### config.mk
export PLATFORM = sky130hd
export DESIGN_NAME = blink_measure
export DESIGN_NICKNAME = d
export VERILOG_FILES = /design/src/rtl/blink_measure.sv
export SDC_FILE = /design/constraint.sdc
export NUM_CORES = 1
export LEC_CHECK = 0
export BUFFER_PORTS_ARGS = -buffer_cell sky130_fd_sc_hd__clkbuf_2
export CORE_ASPECT_RATIO = 0.5
export CORE_MARGIN = 2
export CORE_UTILIZATION = 56
export DETAILED_ROUTE_END_ITERATION = 8
export PLACE_DENSITY = 0.78
export SYNTH_ARGS = -nofsm -noshare
export SYNTH_HDL_FRONTEND = slang
export SYNTH_SLANG_ARGS = --single-unit
### constraint.sdc
create_clock -name CLK -period 2.6 [get_ports CLK]
set_clock_uncertainty 0.15 [all_clocks]
set_input_delay 0.39 -clock CLK [delete_from_list [all_inputs] [get_ports CLK]]
set_output_delay 0.39 -clock CLK [all_outputs]
set_load 0.02 [all_outputs]
### src/rtl/blink_measure.sv
// Receive-side pulse-train meter: measures period and high time of a looped-back
// blink line in CLK cycles and flags a line that has stopped toggling.
module blink_measure #(
    parameter int             W       = 23,
    parameter logic [W-1:0]   TIMEOUT = 23'd7_500_000
) (
    input  logic         CLK,
    input  logic         RST,
    input  logic         sig_in,
    output logic [W-1:0] period_out,
    output logic [W-1:0] high_out,
    output logic         valid,
    output logic         timeout,
    output logic         level_out,
    output logic         busy
);

    typedef enum logic [1:0] {IDLE, HIGH, LOW} state_t;

    localparam logic [W-1:0] CNT_ONE = {{(W-1){1'b0}}, 1'b1};

    logic         s1_q, s1_d, s2_q, s2_d, s3_q, s3_d;
    state_t       state_q, state_d;
    logic [W-1:0] cnt_q, cnt_d;
    logic [W-1:0] high_hold_q, high_hold_d;
    logic [W-1:0] period_q, period_d;
    logic [W-1:0] high_q, high_d;
    logic         valid_q, valid_d;
    logic         timeout_q, timeout_d;
    logic         level_q, level_d;
    logic         busy_q, busy_d;
    logic         rise, fall;

    assign rise = s2_q & ~s3_q;
    assign fall = ~s2_q & s3_q;

    always_comb begin
        s1_d        = sig_in;
        s2_d        = s1_q;
        s3_d        = s2_q;
        level_d     = s2_q;
        state_d     = state_q;
        cnt_d       = cnt_q;
        high_hold_d = high_hold_q;
        period_d    = period_q;
        high_d      = high_q;
        valid_d     = 1'b0;
        timeout_d   = timeout_q;

        case (state_q)
            IDLE: begin
                cnt_d = '0;
                if (rise) begin
                    state_d = HIGH;
                    cnt_d   = CNT_ONE;
                end
            end
            HIGH: begin
                cnt_d = cnt_q + CNT_ONE;
                if (fall) begin
                    state_d     = LOW;
                    high_hold_d = cnt_q;
                end else if (cnt_q == TIMEOUT) begin
                    state_d   = IDLE;
                    timeout_d = 1'b1;
                    cnt_d     = '0;
                end
            end
            LOW: begin
                cnt_d = cnt_q + CNT_ONE;
                if (rise) begin
                    state_d = HIGH;
                    cnt_d   = CNT_ONE;
                    // A period of exactly TIMEOUT is rejected, but its rise still arms the next one.
                    if (cnt_q == TIMEOUT) begin
                        timeout_d = 1'b1;
                    end else begin
                        period_d  = cnt_q;
                        high_d    = high_hold_q;
                        valid_d   = 1'b1;
                        timeout_d = 1'b0;
                    end
                end else if (cnt_q == TIMEOUT) begin
                    state_d   = IDLE;
                    timeout_d = 1'b1;
                    cnt_d     = '0;
                end
            end
            default: begin
                state_d = IDLE;
                cnt_d   = '0;
            end
        endcase

        busy_d = (state_d != IDLE);
    end

    always_ff @(posedge CLK) begin
        if (RST) begin
            s1_q        <= 1'b0;
            s2_q        <= 1'b0;
            s3_q        <= 1'b0;
            state_q     <= IDLE;
            cnt_q       <= '0;
            high_hold_q <= '0;
            period_q    <= '0;
            high_q      <= '0;
            valid_q     <= 1'b0;
            timeout_q   <= 1'b0;
            level_q     <= 1'b0;
            busy_q      <= 1'b0;
        end else begin
            s1_q        <= s1_d;
            s2_q        <= s2_d;
            s3_q        <= s3_d;
            state_q     <= state_d;
            cnt_q       <= cnt_d;
            high_hold_q <= high_hold_d;
            period_q    <= period_d;
            high_q      <= high_d;
            valid_q     <= valid_d;
            timeout_q   <= timeout_d;
            level_q     <= level_d;
            busy_q      <= busy_d;
        end
    end

    assign period_out = period_q;
    assign high_out   = high_q;
    assign valid      = valid_q;
    assign timeout    = timeout_q;
    assign level_out  = level_q;
    assign busy       = busy_q;

endmodule

==> metrics.cfg <==
[floorplan]
die_x_um=118
coreArea_um2=6180
fp.dieH_um=61.0
initial_core_util_pct=58.9
ios=53
design.die.area_um2=7200
rows=20

[setup_path]
r2r_setup_slack_ns=0.25
worstPathBufferInverterCount=1
critPathLaunchType=flip-flop
cp_top_family=compound AO/OA/AOI/OAI gates
r2r_cells=7
worst_setup_path_end_kind=flip-flop
required_ns=2.68
arrival_ns=2.42
slowest_stage=o31a_4
rr_startpoint=cnt_q[0]
crit_fanout=47
criticalPathCategory=flip-flop to flip-flop
worstReg2RegEnd=high_out[7]
crit_chain=inv_1 > ha_1 > and4bb_1 > nand4_2 > nor2_4 > o31a_4 > a22o_1
cp_slowest_stage_delay_ns=0.55

[power_and_ir_drop]
power_uw=3000
peakVddDrop_uv=296
power.density_nw_per_um2=704
p_leak_uw=0.00164

[timing]
max_slew.worst_pin.slew_ns=0.763
maxSlewViolCount=0
slew_headroom_pct=49.0
grt_setup_unrepaired=no
finalHoldViolCount=0
max_freq_mhz=426
holdWs_ns=0.134
fin_crit_sh_pct=90.2
timing.final.crit_period_ns=2.35
setup_viol=0
fin_setup_tns_ns=0

[synthesis]
async_reset_ff_share_pct=0
yosys_warnings=0
synthesis.nets=372
yosysUniqueCellTypes=38
synth.avg_cell_area_um2=9.92
ys_seq_elements=100
yosysSeqAreaShare_pct=55.0
synth_edf_count=0
synthCells=367
synthTopCellsByCount=dfxtp_1, nand2_1, a22o_1
yosysTopAreaCell=dfxtp_1
netlist_area_um2=3640
synth-main-ff-cell=dfxtp_1
synth_area_leaders=dfxtp_1, a22o_1, nand2_1
synth.top_cell.area_share_pct=55.0
synthMostInstantiatedCell=dfxtp_1

[routing]
drtIter0Drc=191
wire_per_inst_um=16.2
drc=0
wirelength_um=8240
vias=2777
ant_nets=0
viasPerCell=5.46
first_pass_iters=5

[min_path]
hold_start=sig_in
whs_endpoint=s1_q
hold_depth=2
hp-class=input pin to flip-flop

[clock_tree]
hold_buffers=0
cts_resized=0
clock-sinks=100
tritoncts=yes
cts_root_buf=clkbuf_16
cts_setup_buffers=0
clk_pin_slew_ns=0.07
worst_skew_pair.late_latency_ns=0.34
cts_buffers=9
clk_path_buf_depth=2
htreeDepth=3

[outcome]
status=complete, no violations

[grt]
grt_pass1_wl_um=13200
grt_overflow_total=0
grt_pass1_vias=2538
grt_start_max_net_pins=48
antenna_found_initial=0
grt_usage_pct=24.1

[cells_and_area]
antenna_cells=0
drive_above_1_share_pct=20.0
final_cell_area_um2=4270
area_growth_pct=17.1
nets=421
fill_cells=488

[place]
postPlaceCellArea_um2=3950
gp_congestion=0.862
io_buffer_count=52
dp_hpwl_um=5620

[run]
maxCapViolCount=0

==> area by class of cell <==
type,count,area (um2),area share (%)
Timing Repair Buffer,63,343,8.04
Sequential cell,100,2000,46.9
Tap cell,88,110,2.58
Clock inverter,5,83.8,1.97
Multi-Input combinational cell,236,1470,34.5
Inverter,6,22.5,0.528
Clock buffer,11,233,5.46
==> metal layers <==
layer | up-vias | routed length (um) | GRT usage (%)
met2 | 76 | 3310 | 36.3
met3 | 9 | 527 | 7.50
met5 | - | 0 | 0
met4 | 0 | 87 | 4.99
met1 | 1313 | 4320 | 34.7
li1 | 1379 | - | -
==> cell families (layout without fill, tap and decap cells) <==
group,Yosys count,in the layout,share of synthesized area [%]
buf+inv,31,85,4.85
simple gates,132,132,17.5
compound gates,81,81,17.0
fa+ha+maj,2,2,0.687
xor+xnor,21,21,5.05
flops,100,100,55.0
==> registers in the layout (all words and copies together) (netlist names) <==
register     flops
high_out        23
timeout          1
level_d          1
high_hold_q     23
s1_q             1
level_out        1
busy             1
state_q          2
cnt_q           23
valid            1
period_out      23
==> worst max-delay path by stage <==
stage                           endpoint  startpoint  slack (ns)  cells past startpoint
after global placement    period_out[10]    cnt_q[0]        0.35                      7
after floorplan           period_out[11]    cnt_q[0]        0.50                      9
final                        high_out[7]    cnt_q[0]        0.25                      7
after CTS                 period_out[20]    cnt_q[0]        0.26                      7
after detailed placement  period_out[20]    cnt_q[0]        0.27                      7
after global routing      period_out[20]    cnt_q[0]        0.13                      7
==> layout by cell type (no fill, tap or decap), drive strengths merged, types with 2 or more instances in the layout <==
cell	synthesis	routed
a21oi	26	26
a22o	46	46
and3	2	2
and4	2	2
and4bb	2	2
buf	16	11
bufinv	0	2
clkbuf	9	63
clkinvlp	0	2
dfxtp	100	100
ha	2	2
inv	6	7
nand2	61	61
nand2b	3	3
nand3	6	6
nand4	8	8
nor2	29	29
nor2b	6	6
nor3	3	3
nor4	5	5
o31a	2	2
or3	2	2
xnor2	6	6
xor2	15	15
==> through the flow <==
stage / setup WS [ns] / utilization (%) / cells
detailed placement: 0.270 / 63.9 / 493
finish: 0.254 / 69.0 / 509
CTS: 0.259 / 69.0 / 509
floorplan: 0.502 / - / 367
global route: 0.131 / 69.0 / 509
global placement: 0.349 / 63.9 / 493
==> where the power goes <==
part	internal, uW	switching, uW	leakage [uW]
Clock	847	566	0.000146
Combinational	13.9	35.8	0.000692
Sequential	1540	5.80	0.000806
Total	2400	608	0.00164
Note: power is estimated with default switching activity, not from simulation.
